## src/rtl/wb_load_ctrl_if.sv

```systemverilog
// wb_load_ctrl_if: data-side SRAM-like bus between the load/store controller
// (master) and the memory system (slave).
//   data_req     master->slave  request valid
//   data_wr      master->slave  1 = write, 0 = read
//   data_size    master->slave  0 = byte, 1 = half, 2 = word
//   data_addr    master->slave  byte address
//   data_wdata   master->slave  write data
//   data_addr_ok slave->master  request accepted this cycle
//   data_data_ok slave->master  response valid this cycle (in request order)
//   data_rdata   slave->master  read data
interface wb_load_ctrl_if;
    localparam int unsigned DW = 32;

    logic          data_req;
    logic          data_wr;
    logic [1:0]    data_size;
    logic [DW-1:0] data_addr;
    logic [DW-1:0] data_wdata;
    logic          data_addr_ok;
    logic          data_data_ok;
    logic [DW-1:0] data_rdata;

    modport master (
        output data_req, data_wr, data_size, data_addr, data_wdata,
        input  data_addr_ok, data_data_ok, data_rdata
    );

    modport slave (
        input  data_req, data_wr, data_size, data_addr, data_wdata,
        output data_addr_ok, data_data_ok, data_rdata
    );
endinterface

```

## src/rtl/wb_load_ctrl.sv

```systemverilog
// wb_load_ctrl: data-side bus controller between the MEM-stage request and
// the WB-stage load-data path. Issues MEM requests on the bus, tracks
// outstanding transactions in order, drops store and flushed responses and
// buffers returned load data until WB accepts it.
//
// Ports:
//   clk, rst        clock, asynchronous active-high reset
//   mem_req/wr/size/addr/wdata  MEM-stage access (held while mem_stall)
//   mem_stall       MEM must hold its request this cycle
//   flush           kill all in-flight accesses and buffered load data
//   bus             wb_load_ctrl_if.master data bus
//   wb_ready        WB consumes wb_rdata this cycle
//   wb_rdata_valid  wb_rdata holds valid load data
//   wb_rdata        oldest buffered load data
//   idle            nothing outstanding and return buffer empty
//
// Optional feature, macro WB_RDATA_BYPASS_EN: a read response arriving while
// the return buffer is empty is presented on wb_rdata in the same cycle.
module wb_load_ctrl #(
    parameter int unsigned MAX_OUT    = 2,
    parameter int unsigned RBUF_DEPTH = 2
) (
    input  logic                 clk,
    input  logic                 rst,
    input  logic                 mem_req,
    input  logic                 mem_wr,
    input  logic [1:0]           mem_size,
    input  logic [31:0]          mem_addr,
    input  logic [31:0]          mem_wdata,
    output logic                 mem_stall,
    input  logic                 flush,
    wb_load_ctrl_if.master       bus,
    input  logic                 wb_ready,
    output logic                 wb_rdata_valid,
    output logic [31:0]          wb_rdata,
    output logic                 idle
);
    localparam int unsigned DW     = 32;
    localparam int unsigned CNT_W  = $clog2(MAX_OUT + 1);
    localparam int unsigned RCNT_W = $clog2(RBUF_DEPTH + 1);
    localparam int unsigned TPTR_W = (MAX_OUT > 1) ? $clog2(MAX_OUT) : 1;
    localparam int unsigned RPTR_W = (RBUF_DEPTH > 1) ? $clog2(RBUF_DEPTH) : 1;

    // Outstanding-transaction tag FIFO
    logic [CNT_W-1:0]   cnt;
    logic [TPTR_W-1:0]  t_head;
    logic [TPTR_W-1:0]  t_tail;
    logic [MAX_OUT-1:0] tag_wr;
    logic [MAX_OUT-1:0] tag_kill;

    // Return-data buffer
    logic [DW-1:0]      rbuf [RBUF_DEPTH];
    logic [RCNT_W-1:0]  rbuf_cnt;
    logic [RPTR_W-1:0]  r_head;
    logic [RPTR_W-1:0]  r_tail;

    logic can_issue;
    logic accept;
    logic rsp_pop;
    logic rsp_keep;
    logic rbuf_push;
    logic rbuf_pop;

    function automatic logic [TPTR_W-1:0] t_inc(input logic [TPTR_W-1:0] p);
        return (p == TPTR_W'(MAX_OUT - 1)) ? '0 : p + TPTR_W'(1);
    endfunction

    function automatic logic [RPTR_W-1:0] r_inc(input logic [RPTR_W-1:0] p);
        return (p == RPTR_W'(RBUF_DEPTH - 1)) ? '0 : p + RPTR_W'(1);
    endfunction

    // Bus request side. Loads also reserve a return-buffer slot so the buffer
    // can never overflow regardless of how long WB stalls.
    always_comb begin
        can_issue = (cnt < CNT_W'(MAX_OUT)) &&
                    (mem_wr || ((32'(cnt) + 32'(rbuf_cnt)) < RBUF_DEPTH));
        bus.data_req   = mem_req && !flush && can_issue;
        bus.data_wr    = mem_wr;
        bus.data_size  = mem_size;
        bus.data_addr  = mem_addr;
        bus.data_wdata = mem_wdata;
        accept         = bus.data_req && bus.data_addr_ok;
        mem_stall      = mem_req && !flush && !accept;
        idle           = (cnt == '0) && (rbuf_cnt == '0);
    end

    // Response routing: a flush in the same cycle also kills the popped head.
    always_comb begin
        rsp_pop  = bus.data_data_ok && (cnt != '0);
        rsp_keep = rsp_pop && !tag_wr[t_head] && !tag_kill[t_head] && !flush;
        rbuf_pop = (rbuf_cnt != '0) && wb_ready;
`ifdef WB_RDATA_BYPASS_EN
        if (rsp_keep && (rbuf_cnt == '0)) begin
            wb_rdata_valid = 1'b1;
            wb_rdata       = bus.data_rdata;
            rbuf_push      = !wb_ready;
        end else begin
            wb_rdata_valid = (rbuf_cnt != '0);
            wb_rdata       = rbuf[r_head];
            rbuf_push      = rsp_keep;
        end
`else
        wb_rdata_valid = (rbuf_cnt != '0);
        wb_rdata       = rbuf[r_head];
        rbuf_push      = rsp_keep;
`endif
    end

    // Tag FIFO and outstanding count; cnt survives flush so killed
    // responses still drain from the bus.
    always_ff @(posedge clk or posedge rst) begin
        if (rst) begin
            cnt      <= '0;
            t_head   <= '0;
            t_tail   <= '0;
            tag_wr   <= '0;
            tag_kill <= '0;
        end else begin
            if (rsp_pop) begin
                t_head <= t_inc(t_head);
            end
            if (accept) begin
                tag_wr[t_tail]   <= mem_wr;
                tag_kill[t_tail] <= 1'b0;
                t_tail           <= t_inc(t_tail);
            end
            if (flush) begin
                tag_kill <= '1;
            end
            if (accept && !rsp_pop) begin
                cnt <= cnt + CNT_W'(1);
            end else if (!accept && rsp_pop) begin
                cnt <= cnt - CNT_W'(1);
            end
        end
    end

    // Circular return buffer
    always_ff @(posedge clk or posedge rst) begin
        if (rst) begin
            rbuf_cnt <= '0;
            r_head   <= '0;
            r_tail   <= '0;
            for (int i = 0; i < int'(RBUF_DEPTH); i++) begin
                rbuf[i] <= '0;
            end
        end else if (flush) begin
            rbuf_cnt <= '0;
            r_head   <= '0;
            r_tail   <= '0;
        end else begin
            if (rbuf_push) begin
                rbuf[r_tail] <= bus.data_rdata;
                r_tail       <= r_inc(r_tail);
            end
            if (rbuf_pop) begin
                r_head <= r_inc(r_head);
            end
            if (rbuf_push && !rbuf_pop) begin
                rbuf_cnt <= rbuf_cnt + RCNT_W'(1);
            end else if (!rbuf_push && rbuf_pop) begin
                rbuf_cnt <= rbuf_cnt - RCNT_W'(1);
            end
        end
    end

`ifndef SYNTHESIS
    // A response with nothing outstanding is ignored; flag it in simulation.
    always_ff @(posedge clk) begin
        if (!rst) begin
            assert (!(bus.data_data_ok && (cnt == '0)))
                else $warning("wb_load_ctrl: data_data_ok with no outstanding transaction ignored");
        end
    end
`endif
endmodule

```

## src/flat_wrapper.sv

```systemverilog
// flat-port wrapper written by rule: the top's interface ports become plain ports
module wb_load_ctrl_flat 
#(
    parameter int unsigned MAX_OUT    = 2,
    parameter int unsigned RBUF_DEPTH = 2
)
  (clk, rst, mem_req, mem_wr, mem_size, mem_addr, mem_wdata, mem_stall, flush, wb_ready, wb_rdata_valid, wb_rdata, idle, bus_data_req, bus_data_wr, bus_data_size, bus_data_addr, bus_data_wdata, bus_data_addr_ok, bus_data_data_ok, bus_data_rdata);
  wb_load_ctrl_if bus_i ();
  input  logic clk;
  input  logic rst;
  input  logic mem_req;
  input  logic mem_wr;
  input  logic [1:0] mem_size;
  input  logic [31:0] mem_addr;
  input  logic [31:0] mem_wdata;
  output logic mem_stall;
  input  logic flush;
  input  logic wb_ready;
  output logic wb_rdata_valid;
  output logic [31:0] wb_rdata;
  output logic idle;
  output wire logic [$bits(bus_i.data_req)-1:0] bus_data_req;
  output wire logic [$bits(bus_i.data_wr)-1:0] bus_data_wr;
  output wire logic [$bits(bus_i.data_size)-1:0] bus_data_size;
  output wire logic [$bits(bus_i.data_addr)-1:0] bus_data_addr;
  output wire logic [$bits(bus_i.data_wdata)-1:0] bus_data_wdata;
  input wire logic [$bits(bus_i.data_addr_ok)-1:0] bus_data_addr_ok;
  input wire logic [$bits(bus_i.data_data_ok)-1:0] bus_data_data_ok;
  input wire logic [$bits(bus_i.data_rdata)-1:0] bus_data_rdata;
  assign bus_data_req = bus_i.data_req;
  assign bus_data_wr = bus_i.data_wr;
  assign bus_data_size = bus_i.data_size;
  assign bus_data_addr = bus_i.data_addr;
  assign bus_data_wdata = bus_i.data_wdata;
  assign bus_i.data_addr_ok = bus_data_addr_ok;
  assign bus_i.data_data_ok = bus_data_data_ok;
  assign bus_i.data_rdata = bus_data_rdata;
  wb_load_ctrl #(.MAX_OUT(MAX_OUT), .RBUF_DEPTH(RBUF_DEPTH)) u_core (.clk(clk), .rst(rst), .mem_req(mem_req), .mem_wr(mem_wr), .mem_size(mem_size), .mem_addr(mem_addr), .mem_wdata(mem_wdata), .mem_stall(mem_stall), .flush(flush), .bus(bus_i), .wb_ready(wb_ready), .wb_rdata_valid(wb_rdata_valid), .wb_rdata(wb_rdata), .idle(idle));
endmodule
```

## config.mk

```make
export PLATFORM = sky130hd
export DESIGN_NAME = wb_load_ctrl_flat
export DESIGN_NICKNAME = d
export VERILOG_FILES = /design/src/rtl/wb_load_ctrl_if.sv /design/src/rtl/wb_load_ctrl.sv /design/src/flat_wrapper.sv
export SDC_FILE = /design/constraint.sdc
export NUM_CORES = 1
export LEC_CHECK = 0
export CAP_MARGIN = 20
export CORE_ASPECT_RATIO = 2
export CORE_UTILIZATION = 25
export CTS_CLUSTER_DIAMETER = 100
export DETAILED_ROUTE_END_ITERATION = 8
export MAX_ROUTING_LAYER = met4
export SYNTH_ARGS = -nofsm -noshare
export SYNTH_HDL_FRONTEND = slang
export SYNTH_SLANG_ARGS = --single-unit
export TNS_END_PERCENT = 30
```

## constraint.sdc

```tcl
create_clock -name clk -period 3.3 [get_ports clk]
set_input_delay 0.99 -clock clk [delete_from_list [all_inputs] [get_ports clk]]
set_output_delay 0.99 -clock clk [all_outputs]
set_load 0.01 [all_outputs]
```

Yosys cells after proc, flatten, opt, wreduce, memory -nomap -nowiden
Cells that the tools add are included.

Register bits: 76. Output and inout bits: 103. Logic and storage cells: 95.

$add $sub $neg: 9. Order comparisons: 8. Muxes and demuxes: 28. Bitwise logic cells: 5. Reductions and logical operators: 35.

Operator list (number): two-way mux 32 bit (4); bitwise mux 64 bit (1); demux 32 bit (select 1 bit) (1); less-than comparator 32 x 2 -> 1 bit, second input constant (1); logical AND 1 bit (17); two-way mux 2 bit (7); two-way mux 1 bit (13); nonzero test 2 bit (6); zero test 1 bit (7); adder 1 bit, second input constant (4); adder 2 x 1 -> 2 bit, second input constant (2); >= comparator 2 bit, second input constant (2); zero test 2 bit (2); less-than comparator 1 x 2 -> 1 bit, second input constant (2); inverter 1 -> 2 bit (2); subtractor 2 x 1 -> 2 bit, second input constant (2); adder 2 x 2 -> 3 bit (1); nonzero test 3 bit (1); bitwise AND 2 bit (1); bitwise mux 2 bit (1); less-than comparator 2 x 1 -> 1 bit, second input constant (1); less-than comparator 2 bit, second input constant (1); inverter 2 bit (1); AND reduction 2 bit (1); 4 further kinds (4).

Depth between registers and ports, before layout
Gate-level depths: netlist of the first run.

Word-level depth: 11. Mapped depth: 8. Depth with buffers taken out: 8.

Worst setup path before layout of the first run
Ideal clock, no wire load.

Kind: input port to output port. Start: in flush. End: out mem_stall. Arrival: 1.798 ns. Data required time: 2.310 ns. Path slack: 0.512 ns. Stages on the path: 4. Cell sequence: clkbuf_1 > nand2b_1 > nor4b_4 > nor2_1.

Longest elaborated chain between the ends: 6.

Ends and longest elaborated chain: start: declaration (RTL line flat_wrapper.sv:17) `input logic flush;`; zero test 1 bit (RTL line wb_load_ctrl.sv:77) `bus.data_req = mem_req && !flush && can_issue;`; logical AND 1 bit (2 in a row) (RTL line wb_load_ctrl.sv:77); logical AND 1 bit (RTL line wb_load_ctrl.sv:82) `accept = bus.data_req && bus.data_addr_ok;`; named net u_core.accept (RTL line wb_load_ctrl.sv:58) `logic accept;`; zero test 1 bit (RTL line wb_load_ctrl.sv:83) `mem_stall = mem_req && !flush && !accept;`; logical AND 1 bit (RTL line wb_load_ctrl.sv:83); end: declaration (RTL line flat_wrapper.sv:16) `output logic mem_stall;`.

The timed path passes the listed nets, and every way through them passes these cells.

Final worst setup path of the first run
Start: in mem_wr. End: out mem_stall.

Longest elaborated chain between the ends: 6.

Ends and longest elaborated chain: start: declaration (RTL line flat_wrapper.sv:12) `input logic mem_wr;`; logical OR 1 bit (RTL line wb_load_ctrl.sv:76) `(mem_wr || ((32'(cnt) + 32'(rbuf_cnt)) < RBUF_DEPTH));`; logical AND 1 bit (RTL line wb_load_ctrl.sv:75) `can_issue = (cnt < CNT_W'(MAX_OUT)) &&`; logical AND 1 bit (RTL line wb_load_ctrl.sv:77); logical AND 1 bit (RTL line wb_load_ctrl.sv:82); named net u_core.accept (RTL line wb_load_ctrl.sv:58); zero test 1 bit (RTL line wb_load_ctrl.sv:83); logical AND 1 bit (RTL line wb_load_ctrl.sv:83).

The timed path passes the listed nets, and every way through them passes these cells.

==> run_results.csv, run 1 <==
group,metric,value,unit
outcome,status,"completed",
synth,synth_top_family_by_area,"multiplexers",
job,max_cap_viol_count,0,
timing,worst_slew_pin_slew,0.615,ns
critical_path,path_class,"in2out",
pwr,p_int,2.36,mW
floorplanning,core,0.0153,mm²
synth,synthCells,298,
global_route,grt_pass1_vias,2585,
synth,synth_area_per_cell,13.2,µm²
critical_path,end_kind,"output pin",
synth,synth_area,0.00392,mm²
global_route,antenna_found_initial,0,
route,final_antenna_net_count,0,
global_route,track_usage,11.4,%
synth,syn_nets,406,
synth,synthMuxAreaShare,28.4,%
route,drc,0,
floorplanning,io_pins,209,
pwr,seq_power_share,39.7,%
pwr,p_leak,2.19,nW
timing,finalSetupViolCount,0,
route,routed_wl,8290,µm
floorplanning,rows,64,
pwr,power_frac_comb,30.8,%
cells_and_area,area_growth,20.7,%
critical_path,arrival,2.18,ns
critical_path,cp_max_fo,2,
timing,layout_min_cycle_time,3.17,ns
route,wl_per_cell,16.0,µm
cells_and_area,layout-drive-gt1-share,31.0,%
global_route,overflow,0,
cts,post_cts_buffers,0,
critical_path,reg2reg_from,"u_core.cnt[1]$_DFFE_PP0P_",
pwr,swShare,25.8,%
timing,rsz0062_at_grt,"false",
placed_design,port_buffers,76,
synth,yosys.area_share.simple,3.54,%
route,firstDrtPassIters,3,
route,num_vias,2222,
timing,drv_slew,0,
cts,post_cts_resized,4,
timing,slew-limit-headroom,59.0,%
critical_path,worstSetupStartpointType,"input pin",
timing,finalWorstSetupSlack,0.134,ns
cells_and_area,final_cell_mix,"dfrtp_1, clkdlybuf4s50_1, mux2_2",
synth,yosys.area_share.xor_xnor,1.79,%
floorplanning,start_util,25.6,%
placed_design,placed_area,0.00443,mm²
floorplanning,die_height,179,µm
cts,clk_latency,0.33,ns
synth,synth_compound_area_share,1.69,%
pwr,power.total,3.19,mW
global_route,grt_max_degree,45,
cts,clock_sinks,76,
pwr,peakVddDrop,0.230,mV
cts,hold_buffers,0,
placed_design,place_inst,501,
timing,fin_setup_tns,0,ns
route,drt_iter0_markers,51,
synth,synth_seq_cells,76,
cells_and_area,layout_commonest_cell,"dfrtp_1",
timing,finalClockSkew,0.00490,ns
cells_and_area,fin_cells,517,
cells_and_area,nNetsFinal,422,
cts,path_clk_slew,0.06,ns
synth,yosys_warnings,0,
cells_and_area,fin_area,0.00473,mm²
route,vias_per_cell,4.30,
worst_hold_path,hp-class,"reg2reg",
cts,cts_buffers,9,
pwr,clkPwrFrac,29.5,%
timing,fin_crit_sh,95.9,%
timing,hold_viol_final,0,
floorplanning,die_area,0.0162,mm²
placed_design,place_ws,-0.123,ns
global_route,grt_pass1_wl,13400,µm
worst_hold_path,hold_start,"u_core.tag_kill[0]$_DFFE_PP0P_",
cells_and_area,n_antenna_cell,0,
cts,cts_tree,"yes",
synth,synth_fa_ha_area_share,0.830,%
critical_path,crit_start,"mem_wr",
floorplanning,die_x,90.5,µm
timing,fmax,316,MHz
placed_design,hpwlAfterDp,5770,µm
placed_design,gp_congestion,0.699,
timing,whs,0.478,ns
cells_and_area,post-route-util,30.9,%
synth,synth_seq_area_share,48.5,%
cts,cts_root_buf,"clkbuf_16",
pwr,cellPowerDensity,674,mW/mm²
cts,cts.htree.levels,3,
critical_path,cp.required,2.31,ns
cts,clockBufferDepth,2,
pwr,p_sw,0.823,mW
synth,synth_cell_types,29,
-- kinds of logic after synthesis --
group / Yosys count
mux: 99
flops: 76
buf+inv: 83
fa+ha+maj: 2
compound gates: 9
xor+xnor: 8
simple gates: 21
-- registers in the layout (all words and copies together), names as in the netlist --
name             cells
u_core.rbuf         64
u_core.rbuf_cnt      2
u_core.t_tail        1
u_core.cnt           2
u_core.t_head        1
u_core.tag_kill      2
u_core.r_head        1
u_core.tag_wr        2
u_core.r_tail        1
-- final timing paths --
check	end	slack (ns)	cells after the start
max in group asynchronous	u_core.rbuf[33]$_DFFE_PP0P_	1.61	3
min in group asynchronous	u_core.rbuf[48]$_DFFE_PP0P_	1.03	2
setup / recovery	mem_stall	0.13	5
hold / removal	u_core.tag_kill[0]$_DFFE_PP0P_	0.48	1
hold reg to reg	u_core.tag_kill[0]$_DFFE_PP0P_	0.48	1
setup reg to reg	u_core.cnt[1]$_DFFE_PP0P_	1.04	9
-- critical path: stages --
cell and delay (ns):
clkdlybuf4s50_1 0.51, a21oi_2 0.07, nor4b_4 0.27, nor2_1 0.06, dlygate4sd2_1 0.28
-- cell type report --
cell class                      count  area, µm²
Fill cell                        1549      10600
Sequential cell                    76       1900
Clock buffer                       13        270
Clock inverter                      3       20.0
Timing Repair Buffer               83        836
Inverter                            5       20.0
Multi-Input combinational cell    139       1430
Tap cell                          198        248
-- cell usage after synthesis --
cell type	instances	area, µm²
nor2_1	6	22.5
a21o_1	2	15.0
nand3b_4	1	20.0
or2_2	1	6.26
inv_1	5	18.8
nand2b_1	2	12.5
mux2_1	30	338
xor2_1	3	26.3
mux2i_1	1	10.0
xnor2_1	5	43.8
nand3b_1	1	7.51
ha_1	1	12.5
or3b_1	1	8.76
or3_1	1	6.26
o21ai_0	2	10.0
dfrtp_1	76	1900
a21oi_4	1	16.3
buf_6	3	33.8
clkbuf_1	5	18.8
mux2_2	68	766
nand2_2	1	6.26
a21oi_1	1	5.00
a211oi_1	2	15.0
nand2_1	4	15.0
nor4b_4	1	23.8
fa_1	1	20.0
buf_4	70	526
nor3_1	2	10.0
o21ai_1	1	5.00
-- layer usage --
metal / global-route usage (%) / share of wire (%)
met5: - / 0
met4: 11.1 / 7.9
met3: 2.37 / 5.9
met2: 20.2 / 55
met1: 9.87 / 31
-- power groups by stage --
stage | Sequential, mW | Clock (mW) | Combinational (mW)
finish | 1.27 | 0.939 | 0.981
floorplan | 1.24 | 0 | 0.612
CTS | 1.27 | 0.993 | 1.00
global route | 1.30 | 1.03 | 1.06
global placement | 1.27 | 0 | 0.980
detailed placement | 1.28 | 0 | 0.993
(Power assumes the default switching activity.)
==> run 2: changes to the inputs <==
--- a/config.mk
+++ b/config.mk
@@ -6,9 +6,8 @@
 export NUM_CORES = 1
 export LEC_CHECK = 0
 export CAP_MARGIN = 20
-export CORE_ASPECT_RATIO = 2
 export CORE_UTILIZATION = 25
-export CTS_CLUSTER_DIAMETER = 100
+export CTS_CLUSTER_DIAMETER = 80
 export DETAILED_ROUTE_END_ITERATION = 8
 export MAX_ROUTING_LAYER = met4
 export SYNTH_ARGS = -nofsm -noshare
==> run 2 against run 1 <==
Effect of this change:
- cell area is 1.4% higher
- non-clock buffer count grew 3
- combinational power grew 1%
- largest cell class unchanged
- largest power group unchanged
==> run_results.csv, run 2 (synthesized netlist as in run 1, its figures left out) <==
group,metric,value,unit
cells_and_area,n_antenna_cell,0,
timing,hold_viol_final,0,
outcome,status,"completed",
timing,finalSetupViolCount,0,
cells_and_area,final_cell_mix,"dfrtp_1, clkdlybuf4s50_1, mux2_2",
critical_path,end_kind,"output pin",
global_route,antenna_found_initial,0,
cells_and_area,regMostFlops,"u_core.rbuf",
pwr,seq_power_share,38.9,%
cts,clockBufferDepth,2,
floorplanning,die_x,127,µm
floorplanning,start_util,25.7,%
placed_design,hpwlAfterDp,5350,µm
timing,rsz0062_at_grt,"false",
cts,path_clk_slew,0.05,ns
worst_hold_path,hp-class,"reg2reg",
cts,post_cts_resized,4,
route,num_vias,2204,
cts,cts_buffers,9,
timing,slew-limit-headroom,65.6,%
pwr,peakVddDrop,0.261,mV
pwr,power_frac_comb,30.4,%
critical_path,cp.required,2.31,ns
route,drt_iter0_markers,33,
route,vias_per_cell,4.14,
timing,worst_slew_pin_slew,0.515,ns
timing,drv_slew,0,
cells_and_area,fillers,1515,
placed_design,gp_congestion,0.715,
cts,cts_tree,"yes",
route,wl_per_cell,14.4,µm
pwr,swShare,25.8,%
cells_and_area,layout_commonest_cell,"dfrtp_1",
placed_design,placed_area,0.00448,mm²
global_route,grt_pass1_vias,2450,
job,max_cap_viol_count,0,
timing,fin_setup_tns,0,ns
timing,fin_crit_sh,96.7,%
cts,hold_buffers,0,
floorplanning,io_pins,209,
floorplanning,core,0.0153,mm²
critical_path,cp_max_fo,3,
floorplanning,die_height,127,µm
floorplanning,die_area,0.0162,mm²
cells_and_area,fin_area,0.00479,mm²
critical_path,path_class,"in2out",
cts,cts_root_buf,"clkbuf_16",
pwr,clkPwrFrac,30.6,%
cts,post_cts_buffers,0,
global_route,track_usage,10.6,%
pwr,p_int,2.42,mW
cells_and_area,post-route-util,31.4,%
pwr,cellPowerDensity,680,mW/mm²
cts,cts.htree.levels,3,
cells_and_area,layout-drive-gt1-share,31.7,%
global_route,overflow,0,
route,drc,0,
critical_path,arrival,2.20,ns
route,firstDrtPassIters,4,
route,final_antenna_net_count,0,
global_route,grt_max_degree,40,
pwr,power.total,3.26,mW
cells_and_area,area_growth,22.3,%
cts,clk_latency,0.34,ns
cells_and_area,nNetsFinal,425,
cts,clock_sinks,76,
floorplanning,rows,45,
timing,fmax,313,MHz
timing,layout_min_cycle_time,3.19,ns
route,routed_wl,7670,µm
pwr,p_sw,0.842,mW
timing,finalClockSkew,0.00601,ns
critical_path,worstSetupStartpointType,"input pin",
global_route,grt_pass1_wl,12500,µm
pwr,p_leak,2.22,nW
cells_and_area,largest_register_ffs,64,
placed_design,port_buffers,76,
run 2: path summary, 6_finish.rpt:
kind	startpoint	to	slack (ns)	cells after the start
worst max register to register	u_core.cnt[1]$_DFFE_PP0P_	u_core.cnt[1]$_DFFE_PP0P_	1.04	9
min in group asynchronous	rst	u_core.rbuf[33]$_DFFE_PP0P_	0.83	2
worst min-delay path	u_core.tag_kill[0]$_DFFE_PP0P_	u_core.tag_kill[0]$_DFFE_PP0P_	0.47	1
worst max-delay path	flush	mem_stall	0.11	5
max in group asynchronous	rst	u_core.r_head$_DFFE_PP0P_	1.76	3
worst min register to register	u_core.tag_kill[0]$_DFFE_PP0P_	u_core.tag_kill[0]$_DFFE_PP0P_	0.47	1
run 2: layout make-up:
cell class                      instances  area (µm²)  share of cell area [%]
Inverter                                5        20.0                   0.418
Clock inverter                          4        47.5                   0.992
Multi-Input combinational cell        139        1430                    29.9
Sequential cell                        76        1900                    39.7
Clock buffer                           12         256                    5.35
Timing Repair Buffer                   86         871                    18.2
Tap cell                              211         264                    5.51
run 2: power by group through the flow:
stage          combinational [mW]  clock (mW)  sequential, mW
2_1_floorplan               0.612           0            1.24
3_3_place_gp                0.978           0            1.27
3_5_place_dp                0.994           0            1.29
4_1_cts                      1.01        1.04            1.27
5_1_grt                      1.07        1.08            1.30
6_report                    0.991       0.998            1.27
run 2: routing by layer:
metal | vias up | global-route usage [%] | routed length, µm
li1 | 983 | - | -
met1 | 1121 | 11.1 | 3160
met2 | 79 | 16.9 | 3770
met3 | 21 | 5.23 | 567
met4 | 0 | 4.83 | 176
met5 | - | - | 0
run 2: stage by stage:
stage,std cells,worst slack [ns],hold WS (ns)
floorplan,298,0.372,0.441
global placement,517,-0.157,0.454
detailed placement,517,-0.170,0.461
CTS,533,0.0915,0.473
global route,533,0.0556,0.498
finish,533,0.108,0.470
run 2: worst max-delay path: stages:
cell and delay (ns):
clkdlybuf4s50_1 0.46, nand2b_4 0.19, nor4b_4 0.23, nor2_1 0.05, dlygate4sd2_1 0.28
==> run 3: changes to the inputs <==
--- a/config.mk
+++ b/config.mk
@@ -6,7 +6,8 @@
 export NUM_CORES = 1
 export LEC_CHECK = 0
 export CAP_MARGIN = 20
-export CORE_UTILIZATION = 25
+export CORE_MARGIN = 10
+export CORE_UTILIZATION = 30
 export CTS_CLUSTER_DIAMETER = 80
 export DETAILED_ROUTE_END_ITERATION = 8
 export MAX_ROUTING_LAYER = met4
==> constraint.sdc (replaced) <==
create_clock -name clk -period 3.3 [get_ports clk]
set_input_delay 0.495 -clock clk [delete_from_list [all_inputs] [get_ports clk]]
set_output_delay 0.495 -clock clk [all_outputs]
set_load 0.01 [all_outputs]
==> run 3 against run 2 <==
Effect of this change:
- non-clock buffer count shrank 4
- register-to-register slack lost 0.03 ns
- utilization grew 5.2 points
- via count grew 0.77%
- sequential share of layout area grew 1.1 points
- clock skew shrank 0.0015 ns
- clock power shrank 4.5%
- largest power group unchanged
- worst setup slack gained 0.22 ns
- largest cell class unchanged
==> run_results.csv, run 3 (synthesized netlist as in run 1, its figures left out) <==
group,metric,value,unit
critical_path,path_cells,"inv_1 > fa_1 > a21oi_1 > nor4b_4 > nor2_1 > clkdlybuf4s50_1",
pwr,power.total,3.21,mW
timing,rsz0062_at_grt,"false",
floorplanning,start_util,30.8,%
floorplanning,die_x,134,µm
cts,cts_buffers,9,
timing,drv_slew,0,
route,routed_wl,7990,µm
placed_design,port_buffers,76,
floorplanning,io_pins,209,
critical_path,arrival,2.48,ns
cts,clk_latency,0.34,ns
critical_path,worstSetupPathDepth,6,
critical_path,worstSetupStartpointType,"register",
critical_path,reg2reg_from,"u_core.cnt[1]$_DFFE_PP0P_",
cts,post_cts_buffers,0,
floorplanning,die_area,0.0180,mm²
floorplanning,core,0.0127,mm²
critical_path,cp_max_fo,5,
job,max_cap_viol_count,0,
critical_path,crit_family,"buffers and inverters",
cells_and_area,layout-drive-gt1-share,29.6,%
global_route,track_usage,9.42,%
route,wl_per_cell,16.3,µm
critical_path,r2r_cells,7,
route,vias_per_cell,4.53,
global_route,overflow,0,
timing,fmax,337,MHz
worst_hold_path,whs_path_depth,1,
global_route,grt_pass1_wl,13100,µm
worst_hold_path,min_to,"u_core.tag_kill[0]$_DFFE_PP0P_",
timing,finalClockSkew,0.00453,ns
pwr,p_leak,2.17,nW
pwr,cellPowerDensity,688,mW/mm²
cts,hold_buffers,0,
cts,clock_sinks,76,
global_route,grt_max_degree,45,
floorplanning,die_height,134,µm
outcome,status,"completed",
cells_and_area,largest_register_ffs,64,
critical_path,cpPeakStageDelay,0.51,ns
cells_and_area,area_growth,18.9,%
cells_and_area,multi_input_area,0.00142,mm²
cells_and_area,final_cell_mix,"clkdlybuf4s50_1, dfrtp_1, mux2_2",
cts,cts.htree.levels,3,
placed_design,hpwlAfterDp,5720,µm
route,num_vias,2221,
cts,path_clk_slew,0.05,ns
critical_path,crit_slowest_cell,"fa_1",
floorplanning,rows,41,
worst_hold_path,hold_start,"u_core.tag_kill[0]$_DFFE_PP0P_",
timing,slew-limit-headroom,61.8,%
worst_hold_path,hp-class,"reg2reg",
route,drt_iter0_markers,56,
cts,post_cts_resized,0,
cells_and_area,final-seq-area,0.00190,mm²
global_route,antenna_found_initial,0,
route,firstDrtPassIters,4,
placed_design,gp_congestion,0.724,
timing,finalSetupViolCount,0,
critical_path,path_buf_inv,2,
global_route,grt_pass1_vias,2555,
critical_path,reg2reg_to,"u_core.cnt[1]$_DFFE_PP0P_",
timing,worst_slew_pin_slew,0.573,ns
timing,fin_crit_sh,90.0,%
route,drc,0,
critical_path,cp.required,2.80,ns
cells_and_area,nNetsFinal,421,
timing,layout_min_cycle_time,2.97,ns
cts,cts_root_buf,"clkbuf_16",
cells_and_area,fillers,1298,
timing,fin_setup_tns,0,ns
critical_path,path_class,"reg2out",
critical_path,ff2ff_setup_slack,1.01,ns
cells_and_area,regMostFlops,"u_core.rbuf",
pwr,peakVddDrop,0.327,mV
cells_and_area,n_antenna_cell,0,
timing,hold_viol_final,0,
cts,clockBufferDepth,2,
route,final_antenna_net_count,0,
cts,cts_tree,"yes",
critical_path,end_kind,"output pin",
## run 3: cell count changes in the layout (fill, tap and decap cells not counted), moves of 2 or more
cell / before / now
clkdlybuf4s50_1: 74 / 76
clkbuf_8: 2 / 0
buf_4: 7 / 5
buf_12: 3 / 1
dlygate4sd2_1: 2 / 0
## run 3: layout make-up
type | instances | share of cell area (%)
Clock buffer | 11 | 4.99
Clock inverter | 5 | 1.13
Multi-Input combinational cell | 139 | 30.5
Sequential cell | 76 | 40.8
Timing Repair Buffer | 82 | 17.6
Inverter | 5 | 0.429
Tap cell | 172 | 4.62
## run 3: power breakdown
| group | internal [mW] | switching (mW) |
|---|---|---|
| combinational | 0.642 | 0.348 |
| sequential | 1.15 | 0.118 |
| clock | 0.581 | 0.372 |
| total | 2.37 | 0.838 |
## run 3: per-stage QoR
step	cell area, µm²	setup slack, ns	hold slack [ns]	instances	util [%]
global route	4660	0.223	0.501	490	36.6
floorplan	3920	0.867	0.441	298	-
finish	4660	0.330	0.469	490	36.6
detailed placement	4380	0.673	0.460	474	34.4
global placement	4380	0.736	0.454	474	34.4
CTS	4660	0.296	0.472	490	36.6
## run 3: metal layers
metal	vias to the layer above	global-route usage, %	wire (µm)
met1	1107	10.1	3390
met2	107	14.3	3630
met5	-	-	0
met4	0	4.96	216
met3	26	4.44	763
li1	981	-	-
## run 3: worst max-delay path by stage
| stage | from | end | slack (ns) |
|---|---|---|---|
| final | u_core.cnt[1]$_DFFE_PP0P_ | mem_stall | 0.33 |
| after global routing | u_core.cnt[0]$_DFFE_PP0P_ | mem_stall | 0.22 |
| after CTS | u_core.cnt[1]$_DFFE_PP0P_ | mem_stall | 0.30 |
| after detailed placement | u_core.cnt[1]$_DFFE_PP0P_ | mem_stall | 0.67 |
| after global placement | u_core.cnt[1]$_DFFE_PP0P_ | mem_stall | 0.74 |
| after floorplan | rst | u_core.cnt[0]$_DFFE_PP0P_ | 0.87 |
